$ cat src/rtl/divisor_16_pkg.sv
// Shared types and sizes for the 32/16 restoring divider.
// Latency: n/a (declarations only).
// Backpressure: n/a.
package divisor_16_pkg;

   localparam int DIVIDEND_W = 32;
   localparam int DIVISOR_W  = 16;
   localparam int ITER       = 16;
   localparam int CNT_W      = 5;

   typedef enum logic [1:0] {
      IDLE  = 2'd0,
      CHECK = 2'd1,
      DIV   = 2'd2,
      DONE  = 2'd3
   } state_t;

endpackage

$ cat src/rtl/divisor_16_step.sv
// One restoring-division stage: shift in a dividend bit, trial-subtract, keep or restore.
// Latency: purely combinational.
// Backpressure: none.
module divisor_16_step
   import divisor_16_pkg::*;
(
   input  logic [DIVISOR_W:0]   rem,
   input  logic                 in_bit,
   input  logic [DIVISOR_W-1:0] dvs,
   output logic [DIVISOR_W:0]   rem_nxt,
   output logic                 q_bit
);

   logic [DIVISOR_W+1:0] shifted;
   logic [DIVISOR_W+1:0] diff;

   // The partial remainder is always below the divisor, so after the shift
   // it fits in 17 bits; the extra top bit only keeps the compare exact.
   always_comb begin
      shifted = {rem, in_bit};
      diff    = shifted - {2'b00, dvs};
      q_bit   = (shifted >= {2'b00, dvs});
      rem_nxt = q_bit ? diff[DIVISOR_W:0] : shifted[DIVISOR_W:0];
   end

endmodule

$ cat src/rtl/divisor_16.sv
// 32/16 sequential restoring divider; DIVISOR_16_SIGNED_EN selects two's-complement operands.
// Latency: Done 18 cycles after the start edge, 2 cycles on divide-by-zero/overflow.
// Backpressure: none; St is only sampled in IDLE, operand changes while busy are ignored.
module divisor_16
   import divisor_16_pkg::*;
(
   input  logic                  Clk,
   input  logic                  Rst,
   input  logic                  St,
   input  logic [DIVIDEND_W-1:0] Dividendo,
   input  logic [DIVISOR_W-1:0]  Divisor,
   output logic                  Idle,
   output logic                  Done,
   output logic [DIVISOR_W-1:0]  Quociente,
   output logic [DIVISOR_W-1:0]  Resto,
   output logic                  Ovf
);

   state_t               state;
   logic [CNT_W-1:0]     cnt;
   logic [DIVISOR_W:0]   pr;
   logic [DIVISOR_W-1:0] qr;
   logic [DIVISOR_W-1:0] dvs;
   logic                 chk_ovf;
   logic [DIVISOR_W:0]   pr_nxt;
   logic                 q_bit;
   logic [DIVIDEND_W-1:0] a_mag;
   logic [DIVISOR_W-1:0]  b_mag;
   logic [DIVISOR_W-1:0]  res_q;
   logic [DIVISOR_W-1:0]  res_r;
   logic                  res_ovf;

`ifdef DIVISOR_16_SIGNED_EN
   logic neg_q;
   logic neg_r;

   // Divide magnitudes; signs are reapplied when the result is loaded.
   assign a_mag = Dividendo[DIVIDEND_W-1] ? (~Dividendo + 1'b1) : Dividendo;
   assign b_mag = Divisor[DIVISOR_W-1]    ? (~Divisor + 1'b1)   : Divisor;

   // Result formatting: range check on the magnitude quotient, then sign fix-up.
   always_comb begin
      res_ovf = chk_ovf;
      if (!chk_ovf && (neg_q ? (qr > 16'h8000) : (qr > 16'h7FFF)))
         res_ovf = 1'b1;
      res_q = neg_q ? (~qr + 1'b1) : qr;
      res_r = neg_r ? (~pr[DIVISOR_W-1:0] + 1'b1) : pr[DIVISOR_W-1:0];
      if (res_ovf) begin
         res_q = '1;
         res_r = '0;
      end
   end
`else
   assign a_mag = Dividendo;
   assign b_mag = Divisor;

   // Result formatting: overflow forces the saturated quotient and zero remainder.
   always_comb begin
      res_ovf = chk_ovf;
      res_q   = qr;
      res_r   = pr[DIVISOR_W-1:0];
      if (chk_ovf) begin
         res_q = '1;
         res_r = '0;
      end
   end
`endif

   divisor_16_step u_step (
      .rem     (pr),
      .in_bit  (qr[DIVISOR_W-1]),
      .dvs     (dvs),
      .rem_nxt (pr_nxt),
      .q_bit   (q_bit)
   );

   // Control FSM and datapath; the quotient register doubles as the low dividend shifter.
   always_ff @(posedge Clk or negedge Rst) begin
      if (!Rst) begin
         state     <= IDLE;
         cnt       <= '0;
         pr        <= '0;
         qr        <= '0;
         dvs       <= '0;
         chk_ovf   <= 1'b0;
         Idle      <= 1'b1;
         Done      <= 1'b0;
         Quociente <= '0;
         Resto     <= '0;
         Ovf       <= 1'b0;
`ifdef DIVISOR_16_SIGNED_EN
         neg_q     <= 1'b0;
         neg_r     <= 1'b0;
`endif
      end else begin
         Done <= 1'b0;
         case (state)
            IDLE: begin
               if (St) begin
                  pr    <= {1'b0, a_mag[DIVIDEND_W-1:DIVISOR_W]};
                  qr    <= a_mag[DIVISOR_W-1:0];
                  dvs   <= b_mag;
                  cnt   <= '0;
                  Idle  <= 1'b0;
                  state <= CHECK;
`ifdef DIVISOR_16_SIGNED_EN
                  neg_q <= Dividendo[DIVIDEND_W-1] ^ Divisor[DIVISOR_W-1];
                  neg_r <= Dividendo[DIVIDEND_W-1];
`endif
               end
            end
            CHECK: begin
               // A high half not below the divisor means the quotient needs more than 16 bits.
               if ((dvs == '0) || (pr[DIVISOR_W-1:0] >= dvs)) begin
                  chk_ovf <= 1'b1;
                  state   <= DONE;
               end else begin
                  chk_ovf <= 1'b0;
                  state   <= DIV;
               end
            end
            DIV: begin
               pr <= pr_nxt;
               qr <= {qr[DIVISOR_W-2:0], q_bit};
               if (cnt == CNT_W'(ITER - 1))
                  state <= DONE;
               else
                  cnt <= cnt + 1'b1;
            end
            DONE: begin
               Done      <= 1'b1;
               Quociente <= res_q;
               Resto     <= res_r;
               Ovf       <= res_ovf;
               Idle      <= 1'b1;
               state     <= IDLE;
            end
            default: state <= IDLE;
         endcase
      end
   end

endmodule

$ cat config.mk
export PLATFORM = sky130hd
export DESIGN_NAME = divisor_16
export DESIGN_NICKNAME = d
export VERILOG_FILES = /design/src/rtl/divisor_16_pkg.sv /design/src/rtl/divisor_16_step.sv /design/src/rtl/divisor_16.sv
export SDC_FILE = /design/constraint.sdc
export NUM_CORES = 1
export LEC_CHECK = 0
export BUFFER_PORTS_ARGS = -buffer_cell sky130_fd_sc_hd__buf_2
export CORE_UTILIZATION = 40
export CTS_CLUSTER_SIZE = 20
export DETAILED_ROUTE_END_ITERATION = 10
export SLEW_MARGIN = 40
export SYNTH_ARGS = -nofsm -noshare
export SYNTH_HDL_FRONTEND = slang
export SYNTH_HIERARCHICAL = 1
export SYNTH_SLANG_ARGS = --single-unit
export TNS_END_PERCENT = 100
$ cat constraint.sdc
create_clock -name Clk -period 3.1 [get_ports Clk]
set_input_delay 0.62 -clock Clk [delete_from_list [all_inputs] [get_ports Clk]]
set_output_delay 0.62 -clock Clk [all_outputs]
set_load 0.03 [all_outputs]
==> results of run 1 <==
[cells by family after synthesis]
kind of cell    Yosys count  synth area share, %
mux                      59                 11.3
flops                    92                 41.2
simple gates            167                 14.2
xor+xnor                 12                 1.88
buf+inv                  90                 6.70
compound gates          154                 15.8
fa+ha+maj                39                 8.87
[flip-flops by register name, indices dropped and copies added (netlist names)]
name	count
Ovf	1
dvs	16
Resto	16
pr	17
chk_ovf	1
state	2
qr	16
cnt	5
Quociente	16
Idle	1
Done	1
[critical path: cells and delay by family (launching register included)]
family / cells / cell delay (ps)
AOI/OAI and AO/OA: 4 / 950
adders and majority gates: 2 / 550
muxes: 2 / 510
DFF: 1 / 400
and+or+nand+nor: 1 / 250
buffers and inverters: 2 / 110
[cells in the final DEF, fill, tap and decap left out, drive strengths merged, types with 2 or more instances in the layout]
| cell type | instances |
|---|---|
| buf | 93 |
| dfrtp | 91 |
| o21ai | 70 |
| inv | 63 |
| nor2 | 60 |
| nand2 | 54 |
| a21oi | 48 |
| ha | 38 |
| mux2i | 34 |
| mux2 | 25 |
| nand3b | 16 |
| clkbuf | 10 |
| nor3 | 9 |
| a211oi | 8 |
| nand2b | 8 |
| xor2 | 7 |
| nand4 | 5 |
| a21o | 5 |
| xnor2 | 5 |
| nor4 | 4 |
| a31oi | 4 |
| nand3 | 4 |
| o211ai | 3 |
| and3 | 2 |
| o22ai | 2 |
| nor2b | 2 |
| a32oi | 2 |
| o21a | 2 |
[routing by layer]
metal / track usage (%) / share of wire, % / vias to the layer above
met2: 32.8 / 47 / 113
met3: 3.80 / 4.3 / 28
met4: 9.38 / 2.8 / 0
li1: - / - / 2273
met5: 0 / 0 / -
met1: 25.3 / 45 / 2212
[where the power goes]
part	leakage, uW	internal (uW)	switching, uW	total, uW
Combinational	0.00180	2190	2970	5160
Sequential	0.00111	1750	604	2350
Clock	0.000140	579	512	1090
[worst min-delay path by stage]
stage                     cells after the start  endpoint  start  slack, ps
after global placement                        1       Ovf    Ovf        490
after global routing                          1    dvs[0]    Rst        240
after detailed placement                      1       Ovf    Ovf        490
after floorplan                               0      Done    Rst        320
final                                         1    dvs[2]    Rst        220
after CTS                                     1     pr[8]    Rst        230
[area by class of cell]
class                   count  share of cell area [%]
multi-input cells         432                    45.1
flip-flops and latches     92                    35.5
clock inverters             6                   0.789
repair buffers             93                    8.12
inverters                  59                    3.41
well taps                 176                    3.39
clock buffers              10                    3.68
[per-stage QoR]
step                      hold WS, ps  cells  total power, uW  utilization [%]
after global routing              243    868             9380             48.3
after CTS                         229    867             8590             48.2
after floorplan                   324    613             6210                -
final                             216    868             8600             48.3
after detailed placement          492    851             7450             46.1
after global placement            485    849             7180             45.7
[synth_stat cells (2+ instances only)]
library cell,count,area [um2]
a211oi_1,8,60.1
a21o_1,5,37.5
a21oi_1,48,240
a31oi_1,4,25.0
a32oi_1,2,17.5
and3_1,2,12.5
buf_1,3,11.3
buf_2,14,70.1
buf_4,3,22.5
clkbuf_1,10,37.5
dfrtp_1,91,2280
ha_1,38,475
inv_1,59,221
mux2_2,23,259
mux2_4,2,30.0
mux2i_1,34,340
nand2_1,53,199
nand2b_1,7,43.8
nand3_1,2,10.0
nand3b_1,16,120
nand4_1,5,31.3
nor2_1,60,225
nor2b_1,2,12.5
nor3_1,9,45.0
nor4_1,4,25.0
o211ai_1,2,15.0
o21a_1,2,15.0
o21ai_0,69,345
o22ai_1,2,12.5
xnor2_1,5,43.8
xor2_1,7,61.3
==> results.yml, run 1 <==
outcome:
  status: "finished, final reports clean"
clock_network:
  clkSinkCount: 92
  tritoncts: "done"
  cts_resized: 0
  clk_pin_slew_ps: 70
  cts_root_buf: "clkbuf_16"
  clk_latency_ps: 360
  holdBufCountCts: 0
  cts-buffers-inserted: 9
  cts_max_path_buffers: 2
  cts_setup_buffers: 0
  htreeDepth: 3
critical_path:
  slowest_stage: "fa_1"
  arrival_ps: 3120
  end_kind: "flop"
  critPathMaxStageDelay_ps: 410
  reg2reg_slack_ps: 200
  timing.rr.end: "pr[14]"
  startpoint_type: "flop"
  cp_data_required_time_ps: 3320
  cp_common_cell: "inv_1"
  endpoint: "pr[14]"
  path_class: "reg -> reg"
  path_cells: "inv_1 -> ha_1 -> inv_1 -> fa_1 -> a21o_1 -> a221o_1 -> o211ai_2 -> nand3_4 -> mux2_4 -> mux2i_1 -> o21ai_0"
  critPathLaunch: "qr[15]"
  rr_startpoint: "qr[15]"
  cp_max_fo: 13
  rr_worst_depth: 11
layout:
  multi_input_area_um2: 2930
  fin_nets: 777
  fillerInstances: 1330
  final-seq-area_um2: 2300
  drive_above_1_share_pct: 21.0
  antenna_cells: 0
  areaGrowthSynthToFinish_pct: 16.4
  final_area_um2: 6500
detailed_routing:
  drcViolationCount: 0
  wl_um: 13600
  vias: 4626
  wire_per_inst_um: 15.7
  drtPass1Iterations: 5
  first_iter_violations: 246
  ant_nets: 0
  viasPerCell: 5.33
die:
  die_y_um: 120
  num_io_pins: 86
  core-area_um2: 13500
  die_w_um: 120
  die_area_um2: 14400
  initial_utilization_pct: 41.5
  row_count: 42
global_routing:
  grt_pass1_wl_um: 22500
  grt_usage_pct: 20.0
  grt_pass1_vias: 4553
  grt_antenna_before_repair: 0
  grt_max_degree: 62
  grt_overflow: 0
sta:
  slew_violations: 0
  finalCritPeriodShare_pct: 93.7
  hold_viol_final: 0
  max_freq_mhz: 344
  finClkSkew_ps: 8.20
  rsz0062_at_grt: "no"
  timing.slew.headroom_pct: 54.9
  fin_crit_ps: 2900
  worstMarginPinSlew_ps: 676
  setup_viol_count_final: 0
  timing.final.ws_setup_ps: 197
  final.setup.tns_ps: 0
logic_synthesis:
  syn_area_um2: 5590
  seq_area_frac_synth_pct: 41.2
  synth-edff-count: 0
  synth_warnings: 6
  synth_cells: 613
  postSynthAreaPerCell_um2: 9.11
  syn_nets: 703
  ys.flop_type: "dfrtp_1"
  ys_ff_latch: 92
  async_reset_ff_share_pct: 100
  synth.distinct_cells: 53
run:
  maxCapViolations: 0
placed_design:
  dpl.hpwl_um: 9840
  place_ws_ps: 173
  routabilityCongestion: 0.882
  io_buffers: 85
  dpl_cell_area_um2: 6200
power_and_ir_drop:
  max-vdd-ir-drop_mv: 0.436
  p_leak_uw: 0.00305
  power_density_nw_per_um2: 1320
hold_path:
  hp-class: "in -> async"
No activity file was read; power rests on OpenSTA's default activity.
==> run 2, diff against run 1 <==
--- a/config.mk
+++ b/config.mk
@@ -9,6 +9,7 @@
 export CORE_UTILIZATION = 40
 export CTS_CLUSTER_SIZE = 20
 export DETAILED_ROUTE_END_ITERATION = 10
+export REMOVE_ABC_BUFFERS = 1
 export SLEW_MARGIN = 40
 export SYNTH_ARGS = -nofsm -noshare
 export SYNTH_HDL_FRONTEND = slang
==> run 2 against run 1 <==
  * Hold slack improved by 71 ps
  * Non-clock buffer count is 4 higher
  * Cell count grew 0.46%
  * Register-to-register slack got worse by 20 ps
  * Routed wire length fell by 2.7%
  * Clock power hardly changed
  * Global-route usage shrank 0.51 points
  * Die area is the same
  * First-iteration DRC count decreased by 22%
==> results.yml, run 2 (synthesized netlist as in run 1, its figures left out) <==
clock_network:
  cts-buffers-inserted: 9
  htreeDepth: 3
  cts_root_buf: "clkbuf_16"
  tritoncts: "done"
  clkSinkCount: 92
  clk_latency_ps: 360
  clk_pin_slew_ps: 60
  cts_max_path_buffers: 2
run:
  maxCapViolations: 0
power_and_ir_drop:
  p_sw_uw: 4060
  power_density_nw_per_um2: 1330
  switching_share_pct: 46.7
  p_leak_uw: 0.00306
  p_int_uw: 4630
  power_uw: 8690
  p_comb_share_pct: 61.0
  clkPwrFrac_pct: 12.4
  max-vdd-ir-drop_mv: 0.468
  power_frac_seq_pct: 26.6
hold_path:
  hp-class: "in -> async"
global_routing:
  grt_usage_pct: 19.5
  grt_max_degree: 51
  grt_antenna_before_repair: 0
  grt_pass1_wl_um: 21900
  grt_overflow: 0
  grt_pass1_vias: 4355
sta:
  rsz0062_at_grt: "no"
  holdWs_ps: 287
  finClkSkew_ps: 13.4
  fin_crit_ps: 2920
  slew_violations: 0
  max_freq_mhz: 342
  setup_viol_count_final: 0
  hold_viol_final: 0
  finalCritPeriodShare_pct: 94.3
  worstMarginPinSlew_ps: 671
  timing.slew.headroom_pct: 55.3
critical_path:
  path_class: "reg -> reg"
  cp_max_fo: 6
  slowest_stage: "a221o_2"
  critPathMaxStageDelay_ps: 440
  cp_data_required_time_ps: 3320
  startpoint_type: "flop"
  arrival_ps: 3150
  end_kind: "flop"
  cp_common_cell: "inv_1"
  path_cells: "inv_1 -> ha_1 -> inv_1 -> fa_2 -> a21o_1 -> a221o_2 -> o211ai_4 -> nand3_4 -> buf_4 -> mux2_4 -> mux2i_1 -> o21ai_0"
die:
  die_area_um2: 14400
  initial_utilization_pct: 41.5
  core-area_um2: 13500
  die_y_um: 120
  num_io_pins: 86
  die_w_um: 120
  row_count: 42
layout:
  regMostFlops: "pr"
  fin_nets: 781
  antenna_cells: 0
  final_common_cell: "dfrtp_1"
  largest_register_ffs: 17
  areaGrowthSynthToFinish_pct: 17.1
  final_cell_mix: "90 x dfrtp_1, 84 x buf_2, 68 x o21ai_0"
  final-seq-area_um2: 2300
  drive_above_1_share_pct: 21.7
  multi_input_area_um2: 2950
  fillerInstances: 1309
detailed_routing:
  wl_um: 13300
  vias: 4528
  wire_per_inst_um: 15.2
  ant_nets: 0
  drcViolationCount: 0
  first_iter_violations: 193
  viasPerCell: 5.19
  drtPass1Iterations: 4
placed_design:
  dpl.hpwl_um: 9500
  io_buffers: 85
  routabilityCongestion: 0.897
outcome:
  status: "finished, final reports clean"
run 2: changes by cell type in the layout (fill, tap and decap cells not counted), sizes merged:
cell and change:
clkbuf +2, buf +4, clkinvlp -1, inv -3, clkinv +2
run 2: timing repair:
item,CTS,global route
setup endpoints to repair,0,9
buffers inserted,0,4
hold buffers,0,0
gates resized for setup,0,4
endpoints found under the hold margin,0,0
run 2: final timing paths:
kind | start | to | slack, ps | depth (start not counted)
max | qr[15] | pr[14] | 180 | 12
min | Rst | pr[15] | 290 | 1
max reg2reg | qr[15] | pr[14] | 180 | 12
min reg2reg | Idle | Idle | 500 | 2
max in group asynchronous | Rst | qr[14] | 2160 | 2
min in group Clk | Divisor[2] | dvs[2] | 490 | 2
run 2: through the flow:
stage	area (um2)	utilization [%]	setup slack [ps]	setup TNS [ps]	instances
final	6540	48.6	177	0	872
after global routing	6540	48.6	41.9	0	872
after CTS	6480	48.2	123	0	867
after detailed placement	6200	46.1	127	0	851
after global placement	6150	45.7	197	0	849
after floorplan	5430	-	-1960	-64480	582
run 2: layout make-up:
type / instances / share of cell area [%]
Tap cell: 176 / 3.37
Inverter: 59 / 3.38
Timing Repair Buffer: 97 / 8.53
Sequential cell: 92 / 35.2
Clock inverter: 4 / 0.478
Multi-Input combinational cell: 432 / 45.1
Clock buffer: 12 / 3.92
run 2: critical path: cells and delay by family, from the launching register on:
| family | cells | cell delay [ps] |
|---|---|---|
| buffers and inverters | 3 | 340 |
| muxes | 2 | 400 |
| adders and majority gates | 2 | 490 |
| AOI/OAI and AO/OA | 4 | 990 |
| DFF | 1 | 410 |
| and+or+nand+nor | 1 | 150 |
run 2: per-layer routing:
metal / global-route usage [%] / routed length [um] / vias to the layer above
met1: 26.1 / 6150 / 2142
li1: - / - / 2277
met5: 0 / 0 / -
met2: 30.6 / 6190 / 92
met3: 3.71 / 640 / 17
met4: 8.67 / 280 / 0
run 2: power groups by stage:
stage                     Sequential [uW]  Combinational, uW  Clock [uW]
after floorplan                      2460               3620           0
after global placement               2320               4860           0
after detailed placement             2330               5110           0
after CTS                            2310               5140        1110
after global routing                 2410               5910        1160
final                                2310               5310        1080
==> run 3, diff against run 2 <==
--- a/config.mk
+++ b/config.mk
@@ -7,8 +7,10 @@
 export LEC_CHECK = 0
 export BUFFER_PORTS_ARGS = -buffer_cell sky130_fd_sc_hd__buf_2
 export CORE_UTILIZATION = 40
+export CTS_BUF_LIST = sky130_fd_sc_hd__clkbuf_2
 export CTS_CLUSTER_SIZE = 20
 export DETAILED_ROUTE_END_ITERATION = 10
+export MAX_ROUTING_LAYER = met4
 export REMOVE_ABC_BUFFERS = 1
 export SLEW_MARGIN = 40
 export SYNTH_ARGS = -nofsm -noshare
==> run 3 against run 2 <==
  * Power fell by 3.9%
  * Routed wire length rose by 2.7%
  * First-iteration DRC count did not move
  * Highest routed layer unchanged
  * Non-clock buffer count rose by 1
  * Sequential cell count did not move
  * Clock skew rose by 23 ps
  * Register-to-register slack improved by 30 ps
  * Global-route usage rose by 0.73 points
  * Critical path depth fell by 1
  * Hold slack got worse by 70 ps
  * Sequential share of layout area rose by 0.74 points
  * Fmax rose by 0.88%
==> results.yml, run 3 (synthesized netlist as in run 1, its figures left out) <==
outcome:
  status: "finished, final reports clean"
global_routing:
  grt_pass1_vias: 4490
  grt-busiest-layer: "met2"
  grt_pass1_wl_um: 22200
  use_met1_pct: 24.9
  grt_use_met2_pct: 33.5
  grt_overflow: 0
  grt_max_degree: 49
  grt_usage_pct: 20.2
  grt_use_met3_pct: 2.90
  grt_antenna_before_repair: 0
sta:
  finalCritPeriodShare_pct: 93.5
  worstMarginPinSlew_ps: 609
  rsz0062_at_grt: "no"
  timing.slew.headroom_pct: 59.0
  max_freq_mhz: 345
  slew_violations: 0
  setup_viol_count_final: 0
  fin_crit_ps: 2900
  finClkSkew_ps: 36.0
  hold_viol_final: 0
detailed_routing:
  vias: 4544
  ant_nets: 0
  viasPerCell: 5.20
  wire_per_inst_um: 15.6
  wl_um: 13600
  first_iter_violations: 193
  drcViolationCount: 0
  drtPass1Iterations: 4
die:
  core-area_um2: 13500
  num_io_pins: 86
  die_w_um: 120
  initial_utilization_pct: 41.5
  die_area_um2: 14400
  row_count: 42
  die_y_um: 120
placed_design:
  routabilityCongestion: 0.847
  io_buffers: 85
  dpl.hpwl_um: 9790
critical_path:
  cp_max_fo: 7
  rr_worst_depth: 11
  arrival_ps: 3410
  end_kind: "flop"
  startpoint_type: "flop"
  path_class: "reg -> reg"
  cp_data_required_time_ps: 3610
power_and_ir_drop:
  p_sw_uw: 4090
  p_leak_uw: 0.00301
  p_comb_share_pct: 64.1
  switching_share_pct: 49.0
  power_frac_seq_pct: 27.5
  power_density_nw_per_um2: 1300
  clkPwrFrac_pct: 8.4
  max-vdd-ir-drop_mv: 0.476
  p_int_uw: 4260
  power_uw: 8350
layout:
  areaGrowthSynthToFinish_pct: 14.7
  drive_above_1_share_pct: 21.6
  antenna_cells: 0
  final_cell_mix: "90 x dfrtp_1, 84 x buf_2, 67 x o21ai_0"
  final_common_cell: "dfrtp_1"
  largest_register_ffs: 17
  fin_util_pct: 47.6
  regMostFlops: "pr"
  fin_nets: 783
  fillerInstances: 1351
clock_network:
  cts_root_buf: "clkbuf_2"
  clkSinkCount: 92
  tritoncts: "done"
  clk_pin_slew_ps: 250
  cts_max_path_buffers: 2
  htreeDepth: 3
  clk_latency_ps: 620
  cts-buffers-inserted: 9
hold_path:
  whs_path_depth: 2
  hp-class: "in -> reg"
run:
  maxCapViolations: 0
==> run 3: changes by cell type in the layout (fill, tap and decap cells not counted), sizes merged <==
cell         delta
bufinv          +2
inv             +1
clkinv          -1
nand3           +1
dlygate4sd3     +1
clkbuf          -2
==> run 3: critical path, stage by stage (launching register included) <==
cell      delay (ps)
dfrtp_1          440
inv_1             60
ha_1             140
inv_1             60
fa_2             350
a21o_1           200
a221o_2          420
o211ai_4         310
nand3_4          230
mux2_2           360
mux2i_1          140
o21ai_0          100
==> run 3: power by group through the flow <==
stage / clock, uW / sequential [uW] / combinational (uW)
floorplan: 0 / 2460 / 3620
global placement: 0 / 2320 / 4930
detailed placement: 0 / 2330 / 5120
CTS: 736 / 2300 / 5150
global route: 774 / 2390 / 5990
finish: 701 / 2290 / 5360
==> run 3: per-stage QoR <==
step / cells / instance area (um2) / worst slack (ps) / hold slack, ps / TNS, ps
global route: 874 / 6410 / 20.1 / 160 / 0
finish: 874 / 6410 / 202 / 217 / 0
CTS: 868 / 6330 / 80.5 / 149 / 0
detailed placement: 851 / 6180 / 95.0 / 484 / 0
floorplan: 582 / 5430 / -1960 / 324 / -64480
global placement: 849 / 6150 / 195 / 485 / 0
==> run 3: routing by layer <==
| layer | share of wire [%] | up-vias |
|---|---|---|
| li1 | - | 2285 |
| met1 | 47 | 2164 |
| met2 | 49 | 79 |
| met3 | 2.9 | 16 |
| met4 | 1.7 | 0 |
| met5 | 0 | - |
==> run 3: layout make-up <==
| type | instances | area, um2 | share of cell area (%) |
|---|---|---|---|
| Multi-Input combinational cell | 433 | 2980 | 46.4 |
| Sequential cell | 92 | 2300 | 36.0 |
| Timing Repair Buffer | 98 | 552 | 8.61 |
| Inverter | 59 | 221 | 3.46 |
| Tap cell | 176 | 220 | 3.44 |
| Clock inverter | 6 | 85.1 | 1.33 |
| Clock buffer | 10 | 50.0 | 0.781 |
==> run 3: timing repair <==
item / 4_1_cts / 5_1_grt
hold endpoints to repair: 44 / 0
endpoints found under the setup margin: 0 / 12
buffers inserted: 0 / 4
hold buffers: 1 / 0
gates resized for setup: 0 / 7
==> run 3: worst paths after layout <==
| path | startpoint | endpoint | slack, ps |
|---|---|---|---|
| min in group asynchronous | Rst | Resto[14] | 540 |
| max in group asynchronous | Rst | Resto[7] | 1900 |
| hold reg to reg | Idle | Idle | 520 |
| setup reg to reg | qr[15] | pr[7] | 200 |
| hold / removal | Divisor[7] | dvs[7] | 220 |
| setup / recovery | qr[15] | pr[7] | 200 |
